**config.mk**
```make
export PLATFORM = sky130hd
export DESIGN_NAME = riscv_run_controller
export DESIGN_NICKNAME = d
export VERILOG_FILES = /design/src/rtl/riscv_pkg.sv /design/src/rtl/riscv_halt_detect.sv /design/src/rtl/riscv_run_controller.sv
export SDC_FILE = /design/constraint.sdc
export NUM_CORES = 1
export LEC_CHECK = 0
export CELL_PAD_IN_SITES_DETAIL_PLACEMENT = 0
export CELL_PAD_IN_SITES_GLOBAL_PLACEMENT = 2
export CORE_AREA = 4 4 153 155
export CTS_BUF_LIST = sky130_fd_sc_hd__clkbuf_4
export CTS_CLUSTER_SIZE = 40
export DETAILED_ROUTE_END_ITERATION = 10
export DIE_AREA = 0 0 157 159
export PLACE_DENSITY_LB_ADDON = 0.3
export SLEW_MARGIN = 20
export SYNTH_ARGS = -nofsm -noshare
export SYNTH_HDL_FRONTEND = slang
export SYNTH_SLANG_ARGS = --single-unit
```
**constraint.sdc**
```tcl
create_clock -name clk -period 2.6 [get_ports clk]
set_input_delay 0.52 -clock clk [delete_from_list [all_inputs] [get_ports clk]]
set_output_delay 0.52 -clock clk [all_outputs]
set_load 0.01 [all_outputs]
```
**src/rtl/riscv_pkg.sv**
```systemverilog
// Shared definitions for the riscv run controller and its halt detector.
package riscv_pkg;

    localparam int XLEN = 32;

    // Instructions that end a run on sight.
    localparam logic [XLEN-1:0] INSTR_ECALL    = 32'h0000_0073;
    localparam logic [XLEN-1:0] INSTR_JAL_SELF = 32'h0000_006F;

    typedef enum logic [2:0] {
        IDLE,
        LOAD,
        CORE_RST,
        RUN,
        DUMP,
        DONE
    } run_state_e;

    // True for an instruction that is itself a halt marker.
    function automatic logic is_halt_instr(input logic [XLEN-1:0] instr);
        return (instr == INSTR_ECALL) || (instr == INSTR_JAL_SELF);
    endfunction

endpackage

```
**src/rtl/riscv_halt_detect.sv**
```systemverilog
// Halt detector: flags ecall, jal-to-self, or a PC that has stopped moving.
// The halt output is combinational so the controller can leave RUN on the same edge.
module riscv_halt_detect
    import riscv_pkg::*;
#(
    parameter int HALT_REPEAT = 2
) (
    input  logic            clk,
    input  logic            reset,
    input  logic            run_en,
    input  logic [XLEN-1:0] core_pc,
    input  logic [XLEN-1:0] core_instr,
    output logic            halt
);

    localparam int RCW = $clog2(HALT_REPEAT + 1);
    localparam logic [RCW-1:0] REPEAT_LIMIT = RCW'(HALT_REPEAT);

    logic [XLEN-1:0] prev_pc;
    logic            prev_valid;
    logic [RCW-1:0]  repeat_cnt;
    logic [RCW-1:0]  repeat_next;
    logic            pc_same;

    // Count consecutive cycles the PC has not moved and raise halt on a marker or a stall.
    always_comb begin
        // NOTE: every variable gets a default first so no path leaves it unassigned (no latch).
        pc_same     = prev_valid && (core_pc == prev_pc);
        repeat_next = '0;
        if (pc_same) begin
            repeat_next = (repeat_cnt == REPEAT_LIMIT) ? repeat_cnt : repeat_cnt + 1'b1;
        end
        halt = run_en && (is_halt_instr(core_instr) || (repeat_next == REPEAT_LIMIT));
    end

    // Track the previous PC only while running; the first RUN cycle has nothing to compare against.
    always_ff @(posedge clk) begin
        // NOTE: sequential state uses non-blocking assignments only.
        if (reset || !run_en) begin
            prev_valid <= 1'b0;
            prev_pc    <= '0;
            repeat_cnt <= '0;
        end else begin
            prev_valid <= 1'b1;
            prev_pc    <= core_pc;
            repeat_cnt <= repeat_next;
        end
    end

endmodule

```
**src/rtl/riscv_run_controller.sv**
```systemverilog
// Run controller: streams a program into instruction memory, sequences core reset,
// runs the core until halt or budget exhaustion, then streams out the register file.
module riscv_run_controller
    import riscv_pkg::*;
#(
    parameter int IMEM_DEPTH      = 256,
    parameter int NUM_REGS        = 32,
    parameter int MAX_CYCLES      = 1000,
    parameter int CORE_RST_CYCLES = 2,
    parameter int HALT_REPEAT     = 2,
    localparam int IMEM_AW = $clog2(IMEM_DEPTH),
    localparam int RAW     = $clog2(NUM_REGS),
    localparam int CW      = $clog2(MAX_CYCLES + 1)
) (
    input  logic               clk,
    input  logic               reset,
    input  logic               start,
    input  logic               load_valid,
    output logic               load_ready,
    input  logic [IMEM_AW-1:0] load_addr,
    input  logic [XLEN-1:0]    load_data,
    input  logic               load_last,
    output logic               imem_we,
    output logic [IMEM_AW-1:0] imem_addr,
    output logic [XLEN-1:0]    imem_wdata,
    output logic               core_reset,
    output logic               core_hold,
    input  logic [XLEN-1:0]    core_pc,
    input  logic [XLEN-1:0]    core_instr,
    output logic [RAW-1:0]     reg_rd_addr,
    input  logic [XLEN-1:0]    reg_rd_data,
    output logic               dump_valid,
    input  logic               dump_ready,
    output logic [RAW-1:0]     dump_idx,
    output logic [XLEN-1:0]    dump_data,
    output logic               busy,
    output logic               done,
    output logic               timeout,
    output logic [CW-1:0]      cycle_count
);

    localparam int RSTW = $clog2(CORE_RST_CYCLES + 1);
    localparam logic [CW-1:0]   CYCLE_LIMIT = CW'(MAX_CYCLES);
    localparam logic [RAW-1:0]  LAST_IDX    = RAW'(NUM_REGS - 1);
    localparam logic [RSTW-1:0] RST_LAST    = RSTW'(CORE_RST_CYCLES - 1);

    run_state_e      state;
    logic [RSTW-1:0] rst_cnt;
    logic [CW-1:0]   cycle_next;
    logic            run_en;
    logic            halt;

    assign run_en     = (state == RUN);
    assign cycle_next = (cycle_count == CYCLE_LIMIT) ? cycle_count : cycle_count + 1'b1;

    // The register file is read asynchronously, so the dump data follows the index directly.
    assign reg_rd_addr = dump_idx;
    assign dump_data   = reg_rd_data;

    riscv_halt_detect #(
        .HALT_REPEAT (HALT_REPEAT)
    ) u_halt_detect (
        .clk        (clk),
        .reset      (reset),
        .run_en     (run_en),
        .core_pc    (core_pc),
        .core_instr (core_instr),
        .halt       (halt)
    );

    // Run sequencer: state and all registered outputs advance together.
    always_ff @(posedge clk) begin
        if (reset) begin
            state       <= IDLE;
            rst_cnt     <= '0;
            core_reset  <= 1'b1;
            core_hold   <= 1'b1;
            load_ready  <= 1'b0;
            imem_we     <= 1'b0;
            imem_addr   <= '0;
            imem_wdata  <= '0;
            dump_valid  <= 1'b0;
            dump_idx    <= '0;
            busy        <= 1'b0;
            done        <= 1'b0;
            timeout     <= 1'b0;
            cycle_count <= '0;
        end else begin
            // The write strobe is a single-cycle pulse; only an accepted beat raises it.
            imem_we <= 1'b0;
            case (state)
                IDLE, DONE: begin
                    if (start) begin
                        state       <= LOAD;
                        load_ready  <= 1'b1;
                        core_reset  <= 1'b1;
                        core_hold   <= 1'b1;
                        busy        <= 1'b1;
                        done        <= 1'b0;
                        timeout     <= 1'b0;
                        cycle_count <= '0;
                    end
                end
                LOAD: begin
                    if (load_valid && load_ready) begin
                        imem_we    <= 1'b1;
                        imem_addr  <= load_addr;
                        imem_wdata <= load_data;
                        if (load_last) begin
                            state      <= CORE_RST;
                            load_ready <= 1'b0;
                            rst_cnt    <= '0;
                        end
                    end
                end
                CORE_RST: begin
                    if (rst_cnt == RST_LAST) begin
                        state      <= RUN;
                        core_reset <= 1'b0;
                        core_hold  <= 1'b0;
                    end else begin
                        rst_cnt <= rst_cnt + 1'b1;
                    end
                end
                RUN: begin
                    cycle_count <= cycle_next;
                    // A halt in the same cycle as budget exhaustion is a clean halt.
                    if (halt || (cycle_next == CYCLE_LIMIT)) begin
                        state      <= DUMP;
                        core_hold  <= 1'b1;
                        timeout    <= !halt;
                        dump_valid <= 1'b1;
                        dump_idx   <= '0;
                    end
                end
                DUMP: begin
                    if (dump_ready) begin
                        if (dump_idx == LAST_IDX) begin
                            state      <= DONE;
                            dump_valid <= 1'b0;
                            busy       <= 1'b0;
                            done       <= 1'b1;
                        end else begin
                            dump_idx <= dump_idx + 1'b1;
                        end
                    end
                end
                default: begin
                    state <= IDLE;
                end
            endcase
        end
    end

endmodule
```
==> impl_metrics.csv, run 1 <==
group,metric,value,unit
cells_and_area,drive_gt1_frac,0.0755,
clock_tree,cts.sinks,103,
sta,slew_headroom,0.674,
logic_synthesis,synth-seq-cells,103,
sta,skew,0.0205,ns
logic_synthesis,synth_nets,724,
placement,place_congestion,0.786,
cells_and_area,seqCellArea,2060,um2
floorplan,dieWidth,157,um
worst_hold_path,min_path_type,"flip-flop to flip-flop",
grt,grt_usage,0.116,
sta,setup_viol,0,
clock_tree,post_cts_buffers,0,
routing,dr.pass1.iters,4,
worst_setup_path,critical_path_class,"flip-flop to flip-flop",
grt,grt_pass1_vias,4376,
sta,fin_crit_sh,0.916,
floorplan,start_util,0.219,
routing,antenna_left,0,
logic_synthesis,syn_inst,576,
sta,fin_hold_ws,0.464,ns
worst_hold_path,whs_path_depth,2,
sta,fmax,0.420,GHz
power,power_density,465,nW/um2
worst_setup_path,reg2reg_depth,8,
logic_synthesis,seq_area_frac_synth,0.432,
clock_tree,cts_made_buffers,9,
placement,place_inst,991,
sta,hold_viol,0,
power,leakage,2.38,nW
sta,drv_slew,0,
worst_setup_path,worst_setup_path_start_kind,"flip-flop",
worst_setup_path,cp_max_fo,6,
floorplan,pin_count,242,
logic_synthesis,synth_top_cell_area_share,0.432,
cells_and_area,multi_input_area,2260,um2
clock_tree,htreeDepth,3,
worst_setup_path,reg2reg_to,"dump_idx[0]",
logic_synthesis,synth_flop_cell,"dfxtp_1",
sta,fin_crit,2.38,ns
routing,dr_total_vias,4404,
clock_tree,clk_latency,0.49,ns
clock_tree,clk_pin_slew,0.18,ns
floorplan,die-area,25000,um2
worst_setup_path,ff2ff_setup_slack,0.22,ns
floorplan,rows,54,
routing,drt_wl_total,14600,um
cells_and_area,final_cells,1009,
worst_setup_path,r2r-start,"cycle_count[1]",
routing,routed_via_density,4.36,
grt,grt_pass1_wl,23100,um
clock_tree,root_buffer,"clkbuf_4",
grt,antenna_found_initial,1,
cells_and_area,num-fill-cells,2298,
logic_synthesis,yosys-top-cells-count,"dfxtp_1 (103), nand2_1 (100), a21oi_1 (58), buf_4 (37), and2_1 (34)",
run,cap_viol_max_count,0,
worst_setup_path,cp.required,2.99,ns
logic_synthesis,yosys.area.top_type,"dfxtp_1",
logic_synthesis,synth.distinct_cells,57,
grt,gr-total-overflow,0,
outcome,outcome,"finished clean",
cells_and_area,nNetsFinal,871,
worst_hold_path,holdCritStartpoint,"imem_addr[1]",
logic_synthesis,ys_warn_count,0,
sta,worstMarginPinSlew,0.486,ns
logic_synthesis,yosysMostFrequentCell,"dfxtp_1",
logic_synthesis,yosys-top-cells-area,"dfxtp_1 (43%), nand2_1 (7.9%), a21oi_1 (6.1%)",
grt,grt_max_degree,42,
logic_synthesis,synthArstFlopShare,0,
logic_synthesis,synth-edff-count,0,
worst_setup_path,critPathArrivalTime,2.78,ns
worst_hold_path,holdPathEnd,"imem_addr[1]",
clock_tree,clockBufferDepth,2,
floorplan,die_h,159,um
routing,post_drt_wl_per_cell,14.5,um
placement,dp_hpwl,11200,um
routing,drc_errors,0,
clock_tree,cts_tree,"built",
sta,rsz0062_at_grt,"no",
placement,port_buffers,177,
floorplan,design.core.area,21800,um2
cells_and_area,area_growth,43.3,%
logic_synthesis,synth.cell_area,4770,um2
logic_synthesis,post_synth.cell_area_avg,8.29,um2
routing,drt_iter0_markers,180,
power,irDropWorstVdd,0.000205,V
worst_setup_path,critPathCaptureType,"flip-flop",
[layout by cell type, fill, tap and decap left out, types with 3 or more instances in the layout]
cell type          n
inv_1             15
dfxtp_1          102
and3_1             5
o22ai_1            4
xor2_1            14
nand3_1           13
nor3_1             9
nand2b_1           8
nor4_1            13
and2_1            34
nor2b_1            4
buf_4             26
nor3b_1            3
clkdlybuf4s50_1  176
a31oi_1            4
xnor2_1           20
a211oi_1           3
nand4_1           11
a21oi_1           58
ha_1               6
nand2_1          100
nor2_1            24
o21ai_0           16
clkbuf_4           9
[layer usage]
layer,GRT usage,vias up,routed length [um]
met4,0.0323,0,175
met3,0.0438,13,1180
met2,0.206,130,7430
met5,0,-,0
met1,0.127,2047,5860
li1,-,2214,-
[through the flow]
stage | TNS [ns] | worst slack, ns | area, um2 | power, mW | util
floorplan | 0 | 0.135 | 4770 | 2.05 | -
global placement | -1.06 | -0.197 | 6690 | 2.35 | 0.306
detailed placement | -1.49 | -0.253 | 6690 | 2.36 | 0.306
CTS | 0 | 0.0181 | 6830 | 3.26 | 0.313
global route | 0 | 0.0343 | 6840 | 3.38 | 0.314
finish | 0 | 0.220 | 6840 | 3.18 | 0.314
[power by group]
part | switching, mW | leakage (nW) | internal [mW]
Combinational | 0.297 | 1.48 | 0.345
Clock | 0.625 | 0.0737 | 0.227
Sequential | 0.0468 | 0.832 | 1.64
[worst max-delay path by stage]
stage,start,to,slack [ns],cells after the start
floorplan,cycle_count[0],dump_idx[0],0.14,9
global placement,core_pc[11],dump_idx[0],-0.20,10
detailed placement,core_pc[11],dump_idx[0],-0.25,10
CTS,cycle_count[1],dump_idx[0],0.02,8
global route,cycle_count[1],dump_idx[0],0.03,9
finish,cycle_count[1],dump_idx[0],0.22,8
[critical path, stage by stage (launching register included)]
cell      delay, ns
dfxtp_2        0.42
ha_1           0.24
a21boi_1       0.27
a31o_2         0.19
a21oi_1        0.06
or4_4          0.59
a31oi_4        0.23
a21oi_1        0.10
a31o_1         0.18
[flip-flops by register name, summed over array words and instances (netlist names)]
name and count:
rst_cnt 2, u_halt_detect.prev_pc 32, imem_we 1, load_ready 1, cycle_count 10, busy 1
dump_idx 5, timeout 1, imem_wdata 32, u_halt_detect.prev_valid 1, dump_valid 1, state 3
u_halt_detect.repeat_cnt 2, core_hold 1, done 1, core_reset 1, imem_addr 8
[logic make-up after synthesis]
logic type      after synthesis  synth area share
buf+inv                      84            0.0975
mux                           1           0.00210
xor+xnor                     34            0.0624
compound gates              107             0.135
simple gates                241             0.256
flops                       103             0.432
fa+ha+maj                     6            0.0157
[cell type report]
class                   count  area share
multi-input cells         390       0.331
flip-flops and latches    103       0.302
repair buffers            203       0.287
well taps                 280      0.0512
clock inverters             7      0.0106
clock buffers               9     0.00987
inverters                  16     0.00878
diodes                      1    0.000366
[timing repair]
item	4_1_cts	5_1_grt
cloned	0	1
resized for setup	1	1
hold buffers	0	0
pin swaps	0	1
endpoints found under the setup margin	3	6
Power figures use the tool's default switching activity.
==> run 2, diff against run 1 <==
--- a/config.mk
+++ b/config.mk
@@ -7,11 +7,11 @@
 export LEC_CHECK = 0
 export CELL_PAD_IN_SITES_DETAIL_PLACEMENT = 0
 export CELL_PAD_IN_SITES_GLOBAL_PLACEMENT = 2
-export CORE_AREA = 4 4 153 155
+export CORE_AREA = 4 4 137 172
 export CTS_BUF_LIST = sky130_fd_sc_hd__clkbuf_4
 export CTS_CLUSTER_SIZE = 40
 export DETAILED_ROUTE_END_ITERATION = 10
-export DIE_AREA = 0 0 157 159
+export DIE_AREA = 0 0 141 176
 export PLACE_DENSITY_LB_ADDON = 0.3
 export SLEW_MARGIN = 20
 export SYNTH_ARGS = -nofsm -noshare
==> impl_metrics.csv, run 2 (synthesis results as in run 1) <==
group,metric,value,unit
outcome,outcome,"finished clean",
worst_setup_path,cp_max_fo,5,
clock_tree,ctsHoldBuffers,0,
cells_and_area,drive_gt1_frac,0.0767,
floorplan,die_h,176,um
routing,post_drt_wl_per_cell,14.1,um
power,leakage,2.39,nW
cells_and_area,multi_input_area,2260,um2
sta,drv_slew,0,
worst_setup_path,critPathCaptureType,"flip-flop",
worst_setup_path,worst_setup_path_start_kind,"flip-flop",
power,p_total,3.13,mW
routing,drt_wl_total,14300,um
grt,grt_usage,0.114,
clock_tree,clk_latency,0.48,ns
clock_tree,clk_pin_slew,0.17,ns
clock_tree,cts_tree,"built",
cells_and_area,nNetsFinal,873,
sta,fin_hold_ws,0.463,ns
clock_tree,htreeDepth,3,
clock_tree,root_buffer,"clkbuf_4",
worst_setup_path,slowest_stage,"or4_4",
floorplan,rows,61,
grt,grt_pass1_vias,4369,
grt,grt_max_degree,46,
floorplan,design.core.area,22000,um2
sta,slew_headroom,0.663,
cells_and_area,num-fill-cells,2320,
floorplan,start_util,0.217,
worst_setup_path,reg2reg_depth,9,
routing,drt_iter0_markers,187,
worst_setup_path,cpMostUsedCell,"inv_1",
grt,gr-total-overflow,0,
grt,antenna_found_initial,1,
placement,port_buffers,177,
power,irDropWorstVdd,0.000173,V
sta,setup_viol,0,
sta,worstMarginPinSlew,0.505,ns
sta,skew,0.0199,ns
cells_and_area,final_util,0.311,
sta,tns,0,ns
clock_tree,cts.sinks,103,
worst_setup_path,critical_path_class,"flip-flop to flip-flop",
clock_tree,clockBufferDepth,2,
placement,dp_hpwl,10900,um
cells_and_area,area_growth,43.3,%
worst_setup_path,ff2ff_setup_slack,0.17,ns
routing,drc_errors,0,
floorplan,dieWidth,141,um
cells_and_area,final_cell_mix,"clkdlybuf4s50_1 (176), dfxtp_1 (103), nand2_1 (100), a21oi_1 (58), and2_1 (34)",
routing,dr_total_vias,4424,
routing,routed_via_density,4.35,
cells_and_area,seqCellArea,2060,um2
sta,hold_viol,0,
floorplan,pin_count,242,
power,power_density,457,nW/um2
grt,grt_pass1_wl,22600,um
worst_setup_path,cpPeakStageDelay,0.55,ns
floorplan,die-area,24800,um2
worst_setup_path,critPathArrivalTime,2.83,ns
worst_setup_path,crit_chain,"inv_1, ha_1, inv_1, nor4_4, mux2i_1, or4_4, a31oi_4, a21oi_1, a31o_1",
routing,antenna_left,0,
sta,rsz0062_at_grt,"no",
routing,dr.pass1.iters,4,
sta,fin_crit_sh,0.934,
sta,fmax,0.412,GHz
run,cap_viol_max_count,0,
worst_hold_path,min_path_type,"flip-flop to flip-flop",
sta,fin_crit,2.43,ns
worst_hold_path,whs_path_depth,2,
cells_and_area,reg_top3,"imem_wdata (32), u_halt_detect.prev_pc (32), cycle_count (10)",
clock_tree,cts_made_buffers,9,
placement,place_congestion,0.732,
worst_setup_path,cp.required,3.00,ns
cells_and_area,layout_commonest_cell,"clkdlybuf4s50_1",
[run 2: power breakdown]
| group | total (mW) | leakage (nW) | switching, mW | internal (mW) |
|---|---|---|---|---|
| sequential | 1.68 | 0.832 | 0.0440 | 1.64 |
| combinational | 0.645 | 1.49 | 0.300 | 0.346 |
| clock | 0.798 | 0.0676 | 0.583 | 0.215 |
| total | 3.13 | 2.39 | 0.927 | 2.20 |
[run 2: repair_timing]
action	4_1_cts	5_1_grt
resized for setup	0	1
setup buffers	0	0
endpoints found under the setup margin	0	3
[run 2: final timing paths]
path / from / to
worst max-delay path: cycle_count[0] / dump_idx[0]
worst min-delay path: imem_wdata[12] / imem_wdata[12]
worst max register to register: cycle_count[0] / dump_idx[0]
worst min register to register: imem_wdata[12] / imem_wdata[12]
[run 2: critical path, delay by kind of cell, from the launching register on]
family / cells / cell delay [ns]
and+or+nand+nor: 2 / 0.91
AOI/OAI and AO/OA: 3 / 0.52
DFF: 1 / 0.37
buffers and inverters: 2 / 0.22
adders and majority gates: 1 / 0.19
muxes: 1 / 0.15
[run 2: metal layers]
metal  part of all wire  GRT usage  vias to the layer above  wire length, um
met5                  0          0                        -                0
met4              0.018     0.0400                        0              264
met3              0.072     0.0355                       18             1040
met2               0.52      0.203                      118             7450
met1               0.39      0.128                     2067             5600
li1                   -          -                     2221                -
[run 2: layout make-up]
type                       count  area share
antenna                        3     0.00110
clock buffer                  10      0.0110
clock inverter                 6     0.00640
inverter                      16     0.00878
multi-input combinational    390       0.331
sequential                   103       0.301
tap                          283      0.0517
timing repair buffer         205       0.289
[run 2: per-stage QoR]
step | setup slack, ns | instance area [um2] | std cells
5_1_grt | 0.0693 | 6840 | 1016
3_5_place_dp | -0.269 | 6710 | 996
3_3_place_gp | -0.194 | 6710 | 996
6_report | 0.172 | 6840 | 1016
4_1_cts | 0.0695 | 6820 | 1012
2_1_floorplan | 0.135 | 4770 | 576
==> run 3, diff against run 2 <==
--- a/config.mk
+++ b/config.mk
@@ -7,11 +7,11 @@
 export LEC_CHECK = 0
 export CELL_PAD_IN_SITES_DETAIL_PLACEMENT = 0
 export CELL_PAD_IN_SITES_GLOBAL_PLACEMENT = 2
-export CORE_AREA = 4 4 137 172
+export CORE_AREA = 4 4 132 165
 export CTS_BUF_LIST = sky130_fd_sc_hd__clkbuf_4
 export CTS_CLUSTER_SIZE = 40
 export DETAILED_ROUTE_END_ITERATION = 10
-export DIE_AREA = 0 0 141 176
+export DIE_AREA = 0 0 136 169
 export PLACE_DENSITY_LB_ADDON = 0.3
 export SLEW_MARGIN = 20
 export SYNTH_ARGS = -nofsm -noshare
==> constraint.sdc (replaced) <==
create_clock -name clk -period 2.9 [get_ports clk]
set_input_delay 0.58 -clock clk [delete_from_list [all_inputs] [get_ports clk]]
set_output_delay 0.58 -clock clk [all_outputs]
set_load 0.01 [all_outputs]
==> impl_metrics.csv, run 3 (synthesis results as in run 1) <==
group,metric,value,unit
outcome,outcome,"finished clean",
worst_setup_path,cpPeakStageDelay,0.53,ns
clock_tree,root_buffer,"clkbuf_4",
clock_tree,clk_pin_slew,0.19,ns
power,irDropWorstVdd,0.000218,V
routing,antenna_left,0,
worst_setup_path,cpMostUsedCell,"inv_1",
floorplan,start_util,0.238,
worst_setup_path,crit_chain,"buf_4, inv_1, ha_1, inv_1, nor4_4, mux2i_1, or4_4, a31oi_4, a21oi_1, a31o_1",
power,p_total,2.87,mW
worst_setup_path,critPathArrivalTime,2.96,ns
routing,drt_wl_total,14000,um
sta,fmax,0.393,GHz
grt,gr-total-overflow,0,
routing,drt_iter0_markers,151,
routing,drc_errors,0,
floorplan,rows,58,
clock_tree,post_cts_buffers,0,
worst_hold_path,min_path_type,"input port to flip-flop",
sta,rsz0062_at_grt,"no",
worst_setup_path,worst_setup_path_start_kind,"flip-flop",
clock_tree,ctsHoldBuffers,0,
grt,antenna_found_initial,1,
cells_and_area,nNetsFinal,859,
clock_tree,cts_resized,0,
floorplan,pin_count,242,
routing,post_drt_wl_per_cell,14.1,um
run,cap_viol_max_count,0,
sta,hold_viol,0,
placement,port_buffers,177,
clock_tree,htreeDepth,3,
routing,dr.pass1.iters,4,
worst_setup_path,critPathTopFamily,"simple AND/OR/NAND/NOR gates",
worst_setup_path,critical_path_class,"flip-flop to flip-flop",
routing,routed_via_density,4.35,
worst_setup_path,slowest_stage,"or4_4",
cells_and_area,drive_gt1_frac,0.0573,
worst_setup_path,critPathCaptureType,"flip-flop",
clock_tree,cts_made_buffers,9,
sta,fin_crit_sh,0.877,
power,power_density,426,nW/um2
worst_setup_path,cp.required,3.32,ns
grt,grt_pass1_wl,21600,um
clock_tree,clockBufferDepth,2,
grt,grt_pass1_vias,4188,
cells_and_area,layout_commonest_cell,"clkdlybuf4s50_1",
sta,drv_slew,0,
routing,top_layer,"met4",
sta,setup_viol,0,
floorplan,die_h,169,um
grt,grt_usage,0.119,
sta,slew_headroom,0.579,
placement,dp_hpwl,10500,um
floorplan,die-area,23000,um2
clock_tree,cts_tree,"built",
routing,wl_met1,5530,um
clock_tree,clk_latency,0.49,ns
routing,wl_met2,7240,um
sta,tns,0,ns
sta,worstMarginPinSlew,0.632,ns
sta,skew,0.0265,ns
grt,grt_max_degree,55,
floorplan,design.core.area,20100,um2
placement,place_congestion,0.748,
cells_and_area,area_growth,41.2,%
clock_tree,cts.sinks,103,
cells_and_area,final_cell_mix,"clkdlybuf4s50_1 (176), dfxtp_1 (103), nand2_1 (100), a21oi_1 (58), and2_1 (34)",
cells_and_area,reg_top3,"imem_wdata (32), u_halt_detect.prev_pc (32), cycle_count (10)",
floorplan,dieWidth,136,um
worst_setup_path,cp_max_fo,9,
worst_setup_path,cp.buffers_inverters,3,
routing,wl_met3,933,um
sta,fin_crit,2.54,ns
power,leakage,2.32,nW
routing,dr_total_vias,4301,
## run 3: layer usage
metal | track usage | up-vias
met5 | 0 | -
met4 | 0.0447 | 0
met3 | 0.0386 | 26
met2 | 0.211 | 110
met1 | 0.130 | 1972
li1 | - | 2193
## run 3: layout make-up
| type | count | area, um2 |
|---|---|---|
| tap | 270 | 338 |
| clock buffer | 9 | 67.6 |
| inverter | 16 | 60.1 |
| sequential | 103 | 2060 |
| multi-input combinational | 389 | 2250 |
| timing repair buffer | 192 | 1880 |
| antenna | 2 | 5.00 |
| fill | 2093 | 13400 |
| clock inverter | 7 | 80.1 |
## run 3: final timing paths
kind	slack, ns	depth (start not counted)	start	end
hold reg to reg	0.46	2	imem_addr[7]	imem_addr[7]
setup / recovery	0.36	10	cycle_count[1]	dump_idx[0]
hold / removal	0.45	2	reset	cycle_count[5]
setup reg to reg	0.36	10	cycle_count[1]	dump_idx[0]
## run 3: where the power goes
group	internal, mW	leakage, nW	switching (mW)
combinational	0.298	1.42	0.253
clock	0.273	0.0736	0.532
sequential	1.47	0.832	0.0471
total	2.04	2.32	0.833
## run 3: worst reg2reg max path: stages (launching register included)
cell	delay, ns
dfxtp_1	0.37
buf_4	0.17
inv_1	0.08
ha_1	0.16
inv_1	0.07
nor4_4	0.36
mux2i_1	0.15
or4_4	0.53
a31oi_4	0.30
a21oi_1	0.11
a31o_1	0.19
## run 3: through the flow
step                      instance area (um2)  cells  hold slack [ns]  setup slack, ns   util
final                                    6740    988            0.449            0.358  0.335
after global routing                     6740    988            0.422            0.256  0.335
after CTS                                6740    986            0.407            0.371  0.335
after detailed placement                 6590    970            0.449           0.0269  0.328
after global placement                   6590    970            0.441           0.0674  0.328
after floorplan                          4770    576            0.456            0.435      -
==> edit 1, RTL diff (config.mk and constraints of run 2) <==
Put one more register stage on the output `timeout`, cleared by the reset. The value now appears one clock later. The other outputs are not delayed to match.
--- a/src/rtl/riscv_run_controller.sv
+++ b/src/rtl/riscv_run_controller.sv
@@ -44,6 +44,8 @@
     localparam logic [RAW-1:0]  LAST_IDX    = RAW'(NUM_REGS - 1);
     localparam logic [RSTW-1:0] RST_LAST    = RSTW'(CORE_RST_CYCLES - 1);
 
+    logic timeout_s0;
+
     run_state_e      state;
     logic [RSTW-1:0] rst_cnt;
     logic [CW-1:0]   cycle_next;
@@ -83,7 +85,7 @@
             dump_idx    <= '0;
             busy        <= 1'b0;
             done        <= 1'b0;
-            timeout     <= 1'b0;
+            timeout_s0  <= 1'b0;
             cycle_count <= '0;
         end else begin
             // The write strobe is a single-cycle pulse; only an accepted beat raises it.
@@ -97,7 +99,7 @@
                         core_hold   <= 1'b1;
                         busy        <= 1'b1;
                         done        <= 1'b0;
-                        timeout     <= 1'b0;
+                        timeout_s0  <= 1'b0;
                         cycle_count <= '0;
                     end
                 end
@@ -128,7 +130,7 @@
                     if (halt || (cycle_next == CYCLE_LIMIT)) begin
                         state      <= DUMP;
                         core_hold  <= 1'b1;
-                        timeout    <= !halt;
+                        timeout_s0 <= !halt;
                         dump_valid <= 1'b1;
                         dump_idx   <= '0;
                     end
@@ -152,4 +154,12 @@
         end
     end
 
+    always_ff @(posedge clk) begin
+        if (reset) begin
+            timeout <= '0;
+        end else begin
+            timeout <= timeout_s0;
+        end
+    end
+
 endmodule
Function: same outputs for any inputs over 10 cycles, from zero or initial values and one cycle with reset high; that may be too few to reach the edited logic, so the function may still have changed.
==> edit 1 against run 2 <==
Design area down 1.2%; worst setup slack better by 0.11 ns; core utilization down 0.38 points; wire length down 2.9%; first-iteration DRC count down 25%; sequential cell count up 1; largest power group unchanged; total power up 21%; critical endpoint is now timeout_s0; area after synthesis down 0.68%; maximum frequency up 4.9%.
==> edit 1: results (changes against run 2) <==
\begin{tabular}{lr}
\hline
Metric & Value \\
\hline
\multicolumn{2}{l}{\textbf{Status}} \\
\quad Status & complete, no violations (unchanged) \\
\multicolumn{2}{l}{\textbf{Logic synthesis}} \\
\quad Most frequent cells after synthesis & dfxtp\_1, nand2\_1, a21oi\_1 (unchanged) \\
\quad Biggest area contributors in the synthesized netlist & dfxtp\_1, nand2\_1, buf\_4 (was dfxtp\_1, nand2\_1, a21oi\_1) \\
\quad Mean instance size in the synthesized netlist & 8.42 um\^{}2 (was 8.29 um\^{}2) \\
\quad Post-Syn Nets & 711 (was 724) \\
\quad Number of distinct library cells after synthesis & 53 (was 57) \\
\multicolumn{2}{l}{\textbf{GRT}} \\
\quad Number of global-route vias before repair & 4421 (was 4369) \\
\quad Maximum number of pins on one net before global-route repair & 66 (was 46) \\
\quad Global-route wire length before repair & 22300 um (was 22600 um) \\
\multicolumn{2}{l}{\textbf{Timing}} \\
\quad Transition time at the pin with the least slew margin & 0.743 ns (was 0.505 ns) \\
\quad Setup Skew & 0.0200 ns (was 0.0199 ns) \\
\multicolumn{2}{l}{\textbf{Critical path}} \\
\quad Worst-path fanout max & 4 (was 5) \\
\quad Signal arrival time at the worst endpoint & 2.71 ns (was 2.83 ns) \\
\quad Largest stage delay on the critical path & 0.60 ns (was 0.55 ns) \\
\quad Slowest stage cell on the critical path & or4b\_4 (was or4\_4) \\
\multicolumn{2}{l}{\textbf{Power}} \\
\quad Static power due to leakage & 2.37 nW (was 2.39 nW) \\
\quad Peak supply drop & 205 uV (was 173 uV) \\
\multicolumn{2}{l}{\textbf{Placed design}} \\
\quad Detailed placer's ending HPWL & 10500 um (was 10900 um) \\
\quad Post-Place Worst Slack & -0.238 ns (was -0.269 ns) \\
\quad Cell count after placement & 976 (was 996) \\
\quad Routability Congestion & 0.766 (was 0.732) \\
\multicolumn{2}{l}{\textbf{Routing}} \\
\quad Number of DRC markers in iteration 0 & 141 (was 187) \\
\quad Final wirelength & 13900 um (was 14300 um) \\
\multicolumn{2}{l}{\textbf{Hold path}} \\
\quad Worst min-delay path category & input pin to flip-flop (was flip-flop to flip-flop) \\
\multicolumn{2}{l}{\textbf{Finish}} \\
\quad Count of non-filler cells in the finished layout & 993 (was 1016) \\
\quad Ratio of cells with drive above 1 in the final layout & 6.77\% (was 7.67\%) \\
\hline
\end{tabular}
-- edit 1: logic make-up after synthesis --
group | count (synthesis) | synth area share, %
fa+ha+maj | 6 | 1.58
compound gates | 113 | 14.3
xor+xnor | 35 | 6.46
flops | 104 | 43.9
buf+inv | 81 | 9.84
simple gates | 224 | 23.9
-- edit 1: tightest hold or removal path, delay by kind of cell --
kind            cells  cell delay (ns)
buf+inv             2             0.23
compound gates      2             0.15
-- edit 1: metal layers --
| layer | part of all wire (%) | up-vias |
|---|---|---|
| met3 | 5.8 | 9 |
| met2 | 53 | 104 |
| li1 | - | 2151 |
| met1 | 40 | 1953 |
| met4 | 1.3 | 0 |
| met5 | 0 | - |
-- edit 1: cell type report --
cell class                      count  share of cell area, %
Tap cell                          283                   5.24
Timing Repair Buffer              197                   28.4
Multi-Input combinational cell    378                   32.5
Clock buffer                        9                  0.999
Antenna cell                        1                 0.0370
Clock inverter                      7                   1.28
Inverter                           14                  0.777
Sequential cell                   104                   30.8
-- edit 1: where the power goes --
| part | total (mW) | internal, mW | switching, mW |
|---|---|---|---|
| sequential | 1.82 | 1.72 | 0.104 |
| clock | 0.929 | 0.316 | 0.613 |
| combinational | 1.04 | 0.514 | 0.528 |
-- edit 1: final timing paths --
check                  from                   endpoint  slack (ns)  cells past startpoint
max             core_pc[24]                 timeout_s0        0.29                      7
min                   reset                       busy        0.46                      4
max reg2reg     dump_idx[0]  u_halt_detect.prev_pc[17]        0.29                      8
min reg2reg  imem_wdata[24]             imem_wdata[24]        0.46                      2
-- edit 1: metrics by stage --
step	total power, mW	setup TNS [ns]	area [um^2]
finish	3.79	0	6760
global route	4.05	0	6760
CTS	3.89	0	6760
detailed placement	2.92	-1.59	6600
global placement	2.90	-1.60	6600
floorplan	2.45	0	4740
==> edit 2, RTL diff (flow settings as in run 2) <==
Without the edit above. Set the package constant `XLEN` to 24 (it was 32).
--- a/src/rtl/riscv_pkg.sv
+++ b/src/rtl/riscv_pkg.sv
@@ -1,7 +1,7 @@
 // Shared definitions for the riscv run controller and its halt detector.
 package riscv_pkg;
 
-    localparam int XLEN = 32;
+    localparam int XLEN = 24;
 
     // Instructions that end a run on sight.
     localparam logic [XLEN-1:0] INSTR_ECALL    = 32'h0000_0073;
Ports: changed (6 resized); port bits go from 242 to 194. No check against the original RTL was run, so the function may have changed too.
==> edit 2 against run 2 <==
Critical path type unchanged; first-iteration DRC count shrank 42%; global-route usage shrank 1.2 points; wire length decreased by 12%; area after synthesis decreased by 14%; sequential cell count down 16; worst setup slack improved by 0.060 ns; non-clock buffer count shrank 40; design area decreased by 14%.
Power is not compared: it rests on default switching activity, and its combinational part moved more than twofold at a synthesized area within 25%.
==> edit 2: results (changes against run 2) <==
\begin{tabular}{lr}
\hline
Metric & Value \\
\hline
\multicolumn{2}{l}{\textbf{Logic synthesis}} \\
\quad Post-Syn Nets & 613 (was 724) \\
\quad Number of distinct library cells after synthesis & 56 (was 57) \\
\quad Biggest area contributors in the synthesized netlist & dfxtp\_1, nand2\_1, a21oi\_1 (unchanged) \\
\quad Mean instance size in the synthesized netlist & 8.29 um\^{}2 (about the same) \\
\quad Sequential-to-total area share from yosys stat & 42.3\% (was 43.2\%) \\
\quad Most frequent cells after synthesis & dfxtp\_1, nand2\_1, a21oi\_1 (unchanged) \\
\multicolumn{2}{l}{\textbf{Finish}} \\
\quad Ratio of cells with drive above 1 in the final layout & 7.88\% (was 7.67\%) \\
\quad Largest registers & imem\_wdata x24, u\_halt\_detect.prev\_pc x24, cycle\_count x10 (was imem\_wdata x32, u\_halt\_detect.prev\_pc x32, cycle\_count x10) \\
\quad Diode insertion count for antenna repair & 0 (was 3) \\
\multicolumn{2}{l}{\textbf{Timing}} \\
\quad Setup Skew & 0.0246 ns (was 0.0199 ns) \\
\quad Tightest slew margin relative to the limit & 62.9\% (was 66.3\%) \\
\multicolumn{2}{l}{\textbf{Placed design}} \\
\quad Number of buffers added on ports & 145 (was 177) \\
\quad Detailed placer's ending HPWL & 9530 um (was 10900 um) \\
\quad Routability Congestion & 0.746 (was 0.732) \\
\quad Post-Place Worst Slack & 0.0362 ns (was -0.269 ns) \\
\quad Cell count after placement & 889 (was 996) \\
\multicolumn{2}{l}{\textbf{Routing}} \\
\quad Number of optimization iterations in the first detailed-route pass & 6 (was 4) \\
\quad Routed via count divided by cell count & 4.14 (was 4.35) \\
\quad Number of DRC markers in iteration 0 & 109 (was 187) \\
\multicolumn{2}{l}{\textbf{Critical path}} \\
\quad Largest stage delay on the critical path & 0.61 ns (was 0.55 ns) \\
\quad Worst-path fanout max & 9 (was 5) \\
\quad Signal arrival time at the worst endpoint & 2.73 ns (was 2.83 ns) \\
\multicolumn{2}{l}{\textbf{GRT}} \\
\quad Maximum number of pins on one net before global-route repair & 44 (was 46) \\
\quad Combined global-route utilization of all metal layers & 10.2\% (was 11.4\%) \\
\quad Number of global-route vias before repair & 3820 (was 4369) \\
\quad Antenna violations before repair & 0 (was 1) \\
\quad Global-route wire length before repair & 19900 um (was 22600 um) \\
\multicolumn{2}{l}{\textbf{Hold path}} \\
\quad Worst min-delay path category & input pin to flip-flop (was flip-flop to flip-flop) \\
\multicolumn{2}{l}{\textbf{Status}} \\
\quad Status & complete, no violations (unchanged) \\
\hline
\end{tabular}
edit 2: metrics by stage:
| step | utilization (%) | instance area [um^2] | hold slack (ns) |
|---|---|---|---|
| 2_1_floorplan | - | 4120 | 0.444 |
| 3_3_place_gp | 26.1 | 5740 | 0.443 |
| 3_5_place_dp | 26.1 | 5740 | 0.448 |
| 4_1_cts | 26.8 | 5880 | 0.375 |
| 5_1_grt | 26.8 | 5880 | 0.405 |
| 6_report | 26.8 | 5880 | 0.428 |
edit 2: cell type report:
class / count / area, um^2
Inverter: 12 / 45.0
Multi-Input combinational cell: 342 / 1990
Timing Repair Buffer: 165 / 1610
Fill cell: 2402 / 16100
Sequential cell: 87 / 1740
Clock buffer: 9 / 67.6
Clock inverter: 7 / 72.6
Tap cell: 283 / 354
edit 2: kinds of logic after synthesis:
kind of cell               synth area share, %
buffers and inverters                     9.30
AOI/OAI and AO/OA                         15.7
and+or+nand+nor                           25.0
DFF                                       42.3
muxes                                    0.760
adders and majority gates                 1.82
xor gates and xnor gates                  5.10
edit 2: path summary, 6_finish.rpt:
kind | start | endpoint | slack, ns | cells after the start
hold reg to reg | imem_wdata[12] | imem_wdata[12] | 0.46 | 2
hold / removal | reset | cycle_count[0] | 0.43 | 2
setup / recovery | cycle_count[0] | dump_idx[3] | 0.23 | 9
setup reg to reg | cycle_count[0] | dump_idx[3] | 0.23 | 9
edit 2: metal layers:
metal / vias to the layer above / GRT usage, % / wire length (um)
met1: 1732 / 11.5 / 5350
li1: 1925 / - / -
met3: 14 / 3.03 / 687
met2: 78 / 18.1 / 6360
met4: 0 / 3.63 / 188
met5: - / 0 / 0
edit 2: power by group through the flow:
stage	registers [mW]	clock network (mW)	logic, mW
after CTS	1.37	0.855	0.300
final	1.37	0.791	0.294
after global placement	1.39	0	0.296
after floorplan	1.40	0	0.129
after detailed placement	1.39	0	0.298
after global routing	1.37	0.906	0.321
